### src/rtl/buzzer_alarm_seq.sv
// Alarm sequencer: ADC threshold with hysteresis and confirm count, gating a
// repeating beep/pause pattern on buzzer_en for the downstream PWM stage.
module buzzer_alarm_seq #(
    parameter int unsigned SAMPLE_W        = 12,
    parameter int unsigned TICK_CYCLES     = 100_000,
    parameter int unsigned ON_TICKS        = 100,
    parameter int unsigned OFF_TICKS       = 100,
    parameter int unsigned PAUSE_TICKS     = 500,
    parameter int unsigned BEEP_COUNT      = 3,
    parameter int unsigned CONFIRM_SAMPLES = 4,
    parameter int unsigned HYST            = 16
) (
    input  logic                clk,
    input  logic                reset,
    input  logic [SAMPLE_W-1:0] sample,
    input  logic                sample_valid,
    input  logic [SAMPLE_W-1:0] threshold,
    input  logic                mute,
    output logic                buzzer_en,
    output logic                alarm_active,
    output logic                muted
);

    localparam int unsigned CONF_W    = $clog2(CONFIRM_SAMPLES + 1);
    localparam int unsigned PRE_W     = $clog2(TICK_CYCLES + 1);
    localparam int unsigned MAX_ON_OFF = (ON_TICKS > OFF_TICKS) ? ON_TICKS : OFF_TICKS;
    localparam int unsigned MAX_TICKS = (MAX_ON_OFF > PAUSE_TICKS) ? MAX_ON_OFF : PAUSE_TICKS;
    localparam int unsigned TICK_W    = $clog2(MAX_TICKS + 1);
    localparam int unsigned BEEP_W    = $clog2(BEEP_COUNT + 1);

    typedef enum logic [1:0] {
        IDLE     = 2'd0,
        BEEP_ON  = 2'd1,
        BEEP_OFF = 2'd2,
        PAUSE    = 2'd3
    } state_t;

    state_t              state;
    logic [CONF_W-1:0]   confirm_cnt;
    logic [PRE_W-1:0]    pre_cnt;
    logic [TICK_W-1:0]   tick_cnt;
    logic [BEEP_W-1:0]   beep_idx;
    logic [SAMPLE_W-1:0] clear_lvl;
    logic [TICK_W-1:0]   state_limit;
    logic                qualify;
    logic                below_clear;
    logic                pre_wrap;
    logic                state_done;

    // Sample classification against threshold and hysteresis clear level
    always_comb begin
        clear_lvl   = '0;
        if (threshold >= SAMPLE_W'(HYST))
            clear_lvl = threshold - SAMPLE_W'(HYST);
        qualify     = sample_valid && (sample >= threshold);
        below_clear = sample_valid && (sample < clear_lvl);
    end

    // Last cycle of the current pattern state
    always_comb begin
        state_limit = '0;
        case (state)
            BEEP_ON:  state_limit = TICK_W'(ON_TICKS - 1);
            BEEP_OFF: state_limit = TICK_W'(OFF_TICKS - 1);
            PAUSE:    state_limit = TICK_W'(PAUSE_TICKS - 1);
            default:  state_limit = '0;
        endcase
        pre_wrap   = (pre_cnt == PRE_W'(TICK_CYCLES - 1));
        state_done = pre_wrap && (tick_cnt == state_limit);
    end

    // Alarm condition, confirm counter and mute acknowledge
    always_ff @(posedge clk) begin
        if (reset) begin
            confirm_cnt  <= '0;
            alarm_active <= 1'b0;
            muted        <= 1'b0;
        end else if (qualify) begin
            if (confirm_cnt < CONF_W'(CONFIRM_SAMPLES))
                confirm_cnt <= confirm_cnt + CONF_W'(1);
            if (confirm_cnt >= CONF_W'(CONFIRM_SAMPLES - 1))
                alarm_active <= 1'b1;
            if (mute && alarm_active)
                muted <= 1'b1;
        end else if (below_clear) begin
            confirm_cnt  <= '0;
            alarm_active <= 1'b0;
            muted        <= 1'b0;
        end else if (mute && alarm_active) begin
            muted <= 1'b1;
        end
    end

    // Beep pattern FSM; timers restart on every state entry
    always_ff @(posedge clk) begin
        if (reset || !alarm_active || muted) begin
            state     <= IDLE;
            pre_cnt   <= '0;
            tick_cnt  <= '0;
            beep_idx  <= '0;
            buzzer_en <= 1'b0;
        end else if (state == IDLE) begin
            state     <= BEEP_ON;
            pre_cnt   <= '0;
            tick_cnt  <= '0;
            beep_idx  <= '0;
            buzzer_en <= 1'b1;
        end else if (state_done) begin
            pre_cnt  <= '0;
            tick_cnt <= '0;
            case (state)
                BEEP_ON: begin
                    buzzer_en <= 1'b0;
                    if (beep_idx < BEEP_W'(BEEP_COUNT - 1))
                        state <= BEEP_OFF;
                    else
                        state <= PAUSE;
                end
                BEEP_OFF: begin
                    state     <= BEEP_ON;
                    beep_idx  <= beep_idx + BEEP_W'(1);
                    buzzer_en <= 1'b1;
                end
                default: begin
                    state     <= BEEP_ON;
                    beep_idx  <= '0;
                    buzzer_en <= 1'b1;
                end
            endcase
        end else begin
            pre_cnt <= pre_wrap ? '0 : pre_cnt + PRE_W'(1);
            if (pre_wrap)
                tick_cnt <= tick_cnt + TICK_W'(1);
        end
    end

endmodule

### config.mk
export PLATFORM = sky130hd
export DESIGN_NAME = buzzer_alarm_seq
export DESIGN_NICKNAME = d
export VERILOG_FILES = /design/src/rtl/buzzer_alarm_seq.sv
export SDC_FILE = /design/constraint.sdc
export NUM_CORES = 1
export LEC_CHECK = 0
export ABC_CLOCK_PERIOD_IN_PS = 5700
export BUFFER_PORTS_ARGS = -buffer_cell sky130_fd_sc_hd__buf_2
export CAP_MARGIN = 20
export CORE_MARGIN = 3
export CORE_UTILIZATION = 60
export CTS_CLUSTER_SIZE = 16
export DETAILED_ROUTE_END_ITERATION = 12
export PLACE_DENSITY = 0.91
export SKIP_CTS_REPAIR_TIMING = 1
export SYNTH_ARGS = -nofsm -noshare
export SYNTH_HDL_FRONTEND = slang
export SYNTH_SLANG_ARGS = --single-unit
### constraint.sdc
create_clock -name clk -period 5.7 [get_ports clk]
set_input_delay 0.855 -clock clk [delete_from_list [all_inputs] [get_ports clk]]
set_output_delay 0.855 -clock clk [all_outputs]
set_load 0.02 [all_outputs]
* Word level (Yosys, flattened, before mapping)
Cells that the tools add are included.
** Cells by class
- $add $sub $neg :: 5
- Reduce and logical (&&, ||, !) cells :: 17
- Equality and inequality tests :: 7
- Order comparisons :: 6
- Muxes and demuxes :: 19
- Bitwise operators :: 1
** Operators by type and width (number)
- $pmux W9 S2 :: 1
- $add A17 B1 Y17 const B :: 1
- $eq A17 B17 Y1 const B :: 1
- $ge A12 B12 Y1 :: 1
- $ge A12 B5 Y1 const B :: 1
- $lt A12 B12 Y1 :: 1
- $mux W1 :: 12
- $mux W12 :: 1
- $sub A12 B5 Y12 const B :: 1
- $add A9 B1 Y9 const B :: 1
- $eq A9 B9 Y1 :: 1
- $mux W3 :: 3
- $reduce_and A2 Y1 :: 3
- $eq A2 B2 Y1 const B :: 2
- $logic_and A1 B1 Y1 :: 4
- $ne A2 B1 Y1 const B :: 2
- $pmux W2 S2 :: 1
- $reduce_bool A2 Y1 :: 2
- $reduce_or A2 Y1 :: 2
- $reduce_or A4 Y1 :: 1
- $add A3 B1 Y3 const B :: 1
- $ge A3 B2 Y1 const B :: 1
- $lt A3 B3 Y1 const B :: 1
- $reduce_or A3 Y1 :: 1
- 8 further kinds :: 9
** Storage, ports and cells
- Flip-flop bits (word level) :: 36
- Logic and storage cells :: 64
- Output and inout port bits :: 3

* Logic depth before layout (Yosys ltp)
Gate-level depths: netlist of the first run.
- Depth after elaboration :: 7
- Gate-level depth with buffers :: 13

* Worst setup path after synthesis of the first run
Ideal clock, no wire load.
- Path type :: in2reg
- Start point :: input threshold[5]
- End point :: register confirm_cnt[1]
- Arrival :: 3.401 ns
- Slack :: 2.182 ns
- Library setup time :: 0.117 ns
- Path buffers :: 1
- Cell stages on the path :: 13
- Cells stage by stage :: inv_1 ha_1 a311o_1 or4_1 clkbuf_1 nand2_1 ha_1 a211oi_1 o21ai_0 o211ai_1 a31oi_1 or3_1 a32o_1
** On the way
- Word-level cells in the longest chain between the ends :: 6
- Elaborated cells on any way between the ends :: 11
- Those cells by class :: add/sub (1); order compare (3); eq/ne (1); mux (2); reduce/logical (4)
** RTL lines
- start, declared :: line 17 : input logic [SAMPLE_W-1:0] threshold,
- $sub A12 B5 Y12 / $ge A12 B5 Y1 (equally long branches) :: line 54, 53
- $mux W12 :: line 53 : if (threshold >= SAMPLE_W'(HYST))
- $lt A12 B12 Y1 :: line 56 : below_clear = sample_valid && (sample < clear_lvl);
- $logic_and A1 B1 Y1 :: line 56
- $reduce_bool A2 Y1 (no source line)
- $reduce_and A2 Y1 (no source line)
- end signal, assigned :: line 80 : confirm_cnt <= confirm_cnt + CONF_W'(1);
- end, declared :: line 39 : logic [CONF_W-1:0] confirm_cnt;
Several ways; a longest one is shown, not always the timed one.
A chain may end at the register's enable or synchronous reset.

* Final worst setup path of the first run
- Start point :: input threshold[4]
- End point :: register confirm_cnt[1]
The elaborated chain is that of the path after synthesis.

==> impl_metrics.ini, run 1 <==
[run_status]
status = completed

[yosys]
synth.area.top_cells = dfxtp_1 30%, ha_1 15%, nor2_1 6.2%
synth_flop_cell = dfxtp_1
synth-seq-cells = 36
synth_warnings = 0
synth.distinct_cells = 46
synth_edf_count = 0
synth_area_per_cell_um2 = 8.08
netlist_instances = 299
yosys.area.top_type = dfxtp_1
netlist_area_um2 = 2420
async_reset_ff_share_pct = 0
ys_seq_area_share_pct = 29.8
synth_top_area_share_pct = 29.8
synth_nets = 356

[detailed_routing]
via_count = 2224
ant_nets = 0
drt-initial-drc-count = 195
post-route-drc-count = 0
drtPass1Iterations = 4
drt_wl_total_mm = 5.09
routed_via_density = 5.82
wl_per_cell_um = 13.3

[layout]
drive_gt1_share_pct = 12.9
multi_input_area_um2 = 1610
final_cells = 382
utilization_pct = 72.2
layout_commonest_cell = nor2_1
num-fill-cells = 275
num-nets-final = 390
regArea_um2 = 721
layout_common_cells = 40 x nor2_1, 36 x dfxtp_1, 33 x nand2_1
area_delta_synth_final_pct = 12.7
diodes = 0

[grt]
grt_pass1_vias = 2027
grt_overflow = 0
grtUsageTotal_pct = 21.5
antenna_found_initial = 0
grt_max_degree = 16
grt_pass1_wl_mm = 8.50

[die]
die-area_um2 = 4830
num_rows = 22
ios = 31
die-height_um = 69.5
initial_core_util_pct = 64.1
die_w_um = 69.5
core_um2 = 3770

[critical_path]
r2r_start = pre_cnt[0]
worstSetupPathType = input pin to flop
slowest_delay_ns = 0.68
crit_family = simple AND/OR/NAND/NOR gates
crit_buf_inv = 2
crit_fanout = 12
worstPathArrival_ns = 3.74
worstSetupEndpointType = flop
slowest_stage = or4_1
path_depth = 13
reg2regPathDepth = 7
startpoint = threshold[4]
cp.required_ns = 5.88
cp_cell_sequence = buf_2, inv_1, ha_1, nand2_1, or4_1, nand2_1, ha_1, a211oi_1, o21ai_0, o211ai_1, a31oi_1, or3_1, a32o_1
critPathLaunchType = input pin

[worst_hold_path]
whs_path_depth = 2
hp-start = buzzer_en
hold_path.class = flop to flop

[timing]
clock-skew-final_ns = 0.00752
min_period_over_period_pct = 62.4
worst_pin_slew_ns = 0.760
slew_viol_final = 0
final_hold_viol_count = 0
setup_tns_ns = 0
fmaxAchievable_mhz = 281
period_needed_ns = 3.56
max_slew_margin_pct = 48.0
fin_ws_ns = 2.14
setup_violations = 0
rsz0062_at_grt = false

[placed_design]
hpwl_mm = 3.79
gp_congestion = 0.934
portBuffers = 30
placed_cells = 374
post-place-ws_ns = 1.91

[pwr]
vdd_drop_max_uv = 170
p_leak_nw = 1.12
p_total_mw = 0.542
powerDensity_nw_per_um2 = 199

[cts]
clkSlewWorstSetupHoldPaths_ns = 0.07
numClockSinks = 36
insertion_delay_ns = 0.29
tritoncts = yes
cts_buffer_depth = 2
h-tree-depth = 2
cts_inserted_buffers = 5
root_buffer = clkbuf_8

[flow_run]
drv.max_cap_violation_count = 0
-- worst reg2reg max path: cells and delay by family (launching register included) --
family / cells / cell delay [ns]
AND/OR/NAND/NOR: 3 / 1.02
flip-flops: 1 / 0.37
AO/OA/AOI/OAI: 2 / 0.40
adder cells (fa/ha/maj): 1 / 0.22
multiplexers: 1 / 0.36
-- path summary, 6_finish.rpt --
check | to | slack (ns)
setup / recovery | confirm_cnt[1] | 2.14
hold / removal | buzzer_en | 0.46
setup reg to reg | beep_idx[0] | 3.24
hold reg to reg | buzzer_en | 0.46
-- cells in the mapped netlist (all sizes together) (4+ instances only) --
library cell	instances
or4	4
ha	29
a21oi	17
nor2	40
and3	6
or3	6
nor3	9
nand4	10
xnor2	15
o21ai	9
nand2	33
nor4	4
nand3	12
xor2	8
dfxtp	36
inv	21
-- where the power goes --
part	internal [mW]	leakage, nW	switching, mW
combinational	0.0308	0.778	0.0377
clock	0.130	0.0552	0.0900
sequential	0.252	0.290	0.00118
-- state kept, by name, summed over array words and instances, names as in the netlist --
signal,cells
alarm_active,1
beep_idx,2
buzzer_en,1
confirm_cnt,3
muted,1
pre_cnt,17
state,2
tick_cnt,9
-- metal layers --
metal | vias up | share of wire, % | track usage (%)
met5 | - | 0 | 0
met4 | 0 | 1.5 | 8.68
met3 | 8 | 6.0 | 5.80
met2 | 66 | 46 | 33.8
met1 | 1016 | 47 | 27.8
li1 | 1134 | - | -
-- cells by family after synthesis --
logic type	synth area share (%)
compound gates	14.0
fa+ha+maj	15.0
buf+inv	3.73
flops	29.8
simple gates	28.1
xor+xnor	8.33
mux	1.04
-- final cells by class --
| cell class | instances | area share, % |
|---|---|---|
| inverter | 21 | 2.89 |
| clock inverter | 2 | 1.29 |
| clock buffer | 6 | 2.66 |
| sequential | 36 | 26.5 |
| timing repair buffer | 30 | 5.51 |
| tap | 48 | 2.20 |
| multi-input combinational | 239 | 59.0 |
-- metrics by stage --
step / hold WS [ns] / cell area [um2]
floorplan: 0.418 / 2420
global placement: 0.429 / 2620
detailed placement: 0.446 / 2620
CTS: 0.457 / 2720
global route: 0.493 / 2720
finish: 0.458 / 2720
(Power assumes the default switching activity.)
==> run 2, diff against run 1 <==
ABC_CLOCK_PERIOD_IN_PS = 3050   (was 5700)
CORE_UTILIZATION = 52   (was 60)
PLACE_DENSITY = 0.85   (was 0.91)
clock period = 3.05 ns   (was 5.7 ns; I/O delays follow)
==> run 2 against run 1 <==
Compared with the run above:
- non-clock buffer count up 10
- final cell count grew 3.7%
- via count grew 0.36%
- utilization down 9.0 points
- highest routed layer unchanged
- clock skew down 0.0048 ns
- routed wire length grew 0.33%
- global-route usage shrank 2.0 points
- largest cell class unchanged
- hold slack lost 0.045 ns
- clock power is 57% higher
- flip-flop and latch count stayed put
- sequential power increased by 87%
==> impl_metrics.ini, run 2 (synthesized netlist as in run 1, its figures left out) <==
[placed_design]
post-place-ws_ns = -0.0969
placed_cells = 388
placement.cell_area_um2 = 2700
gp_congestion = 0.830
portBuffers = 30
hpwl_mm = 4.00

[timing]
setup_violations = 0
max_slew_margin_pct = 49.0
fin_ws_ns = 0.214
worst_pin_slew_ns = 0.745
fmaxAchievable_mhz = 353
min_period_over_period_pct = 93.0
final_hold_viol_count = 0
clock-skew-final_ns = 0.00275
rsz0062_at_grt = false
slew_viol_final = 0
period_needed_ns = 2.84

[pwr]
p_total_mw = 0.955
p_leak_nw = 1.16
vdd_drop_max_uv = 350
powerDensity_nw_per_um2 = 342

[die]
die_w_um = 74.2
num_rows = 24
ios = 31
die-area_um2 = 5500
initial_core_util_pct = 54.8
core_um2 = 4410
die-height_um = 74.2

[detailed_routing]
wl_per_cell_um = 12.9
drtPass1Iterations = 5
via_count = 2232
routed_via_density = 5.64
ant_nets = 0
drt-initial-drc-count = 134
post-route-drc-count = 0
drt_wl_total_mm = 5.11

[layout]
layout_common_cells = 40 x nor2_1, 36 x dfxtp_1, 33 x nand2_1
largest_reg_flops = 17
utilization_pct = 63.2
area_delta_synth_final_pct = 15.4
top_regs = pre_cnt: 17 flops, tick_cnt: 9 flops, confirm_cnt: 3 flops
drive_gt1_share_pct = 15.4
top_register = pre_cnt
final_cell_area_um2 = 2790
layout_commonest_cell = nor2_1
diodes = 0
final_cells = 396
num-nets-final = 400

[critical_path]
reg2regPathDepth = 7
r2r_start = pre_cnt[0]
worstSetupEndpointType = flop
path_depth = 13
endpoint = confirm_cnt[1]
worstPathArrival_ns = 3.02
crit_family = compound AO/OA/AOI/OAI gates
worstSetupPathType = input pin to flop
rr_endpoint = beep_idx[0]
crit_fanout = 6
rrSetupSlack_ns = 0.58
slowest_delay_ns = 0.46
slowest_stage = or4_4
crit_buf_inv = 2
critPathLaunchType = input pin
crit_path_frequent_cell = ha_1
cp.required_ns = 3.23
startpoint = threshold[5]
cp_cell_sequence = buf_2, inv_1, ha_1, a311o_1, or4_4, nand2_1, ha_1, a211oi_1, o21ai_1, o211ai_1, a31oi_1, or3_1, a32o_1

[flow_run]
drv.max_cap_violation_count = 0

[cts]
insertion_delay_ns = 0.28
cts_inserted_buffers = 5
root_buffer = clkbuf_8
clkSlewWorstSetupHoldPaths_ns = 0.06
numClockSinks = 36
tritoncts = yes
h-tree-depth = 2
cts_buffer_depth = 2

[grt]
grtUsageTotal_pct = 19.4
grt_max_degree = 16
antenna_found_initial = 0
grt_pass1_wl_mm = 8.48
grt_pass1_vias = 2015
grt_overflow = 0

[worst_hold_path]
hp-start = mute
hold_path.class = input pin to flop

[run_status]
status = completed
run 2: final cells by class:
type / instances / area (um2)
clock buffer: 8 / 90.1
timing repair buffer: 40 / 225
inverter: 21 / 78.8
sequential: 36 / 721
tap: 52 / 65.1
multi-input combinational: 239 / 1610
fill: 374 / 1620
run 2: through the flow:
stage / hold WS [ns] / TNS (ns)
floorplan: 0.418 / 0
global placement: 0.426 / -0.0652
detailed placement: 0.438 / -0.192
CTS: 0.406 / 0
global route: 0.425 / 0
finish: 0.412 / 0
run 2: worst register-to-register path, cell delays in order, from the launching register on:
cell       delay, ns
dfxtp_1         0.36
ha_1            0.21
or4bb_1         0.46
nor4_4          0.51
o2111ai_4       0.29
mux2_4          0.36
a22oi_2         0.11
nor2_1          0.06
run 2: how the worst min path moves through the flow:
stage	endpoint	slack (ns)	cells after the start
6_report	muted	0.41	3
5_1_grt	muted	0.43	3
4_1_cts	muted	0.41	3
3_5_place_dp	pre_cnt[0]	0.44	1
3_3_place_gp	pre_cnt[0]	0.43	1
2_1_floorplan	pre_cnt[0]	0.42	1
run 2: layer usage:
metal  wire length (um)  global-route usage (%)  vias to the layer above
li1                   -                       -                     1158
met1               2350                    24.2                     1012
met2               2510                    33.7                       58
met3                216                    4.86                        4
met4                 34                    4.83                        0
met5                  0                       0                        -
run 2: power by group:
group          internal (mW)  total, mW  switching (mW)
Sequential             0.472      0.474         0.00202
Combinational         0.0659      0.136          0.0706
Clock                  0.184      0.345           0.161
Total                  0.722      0.955           0.233
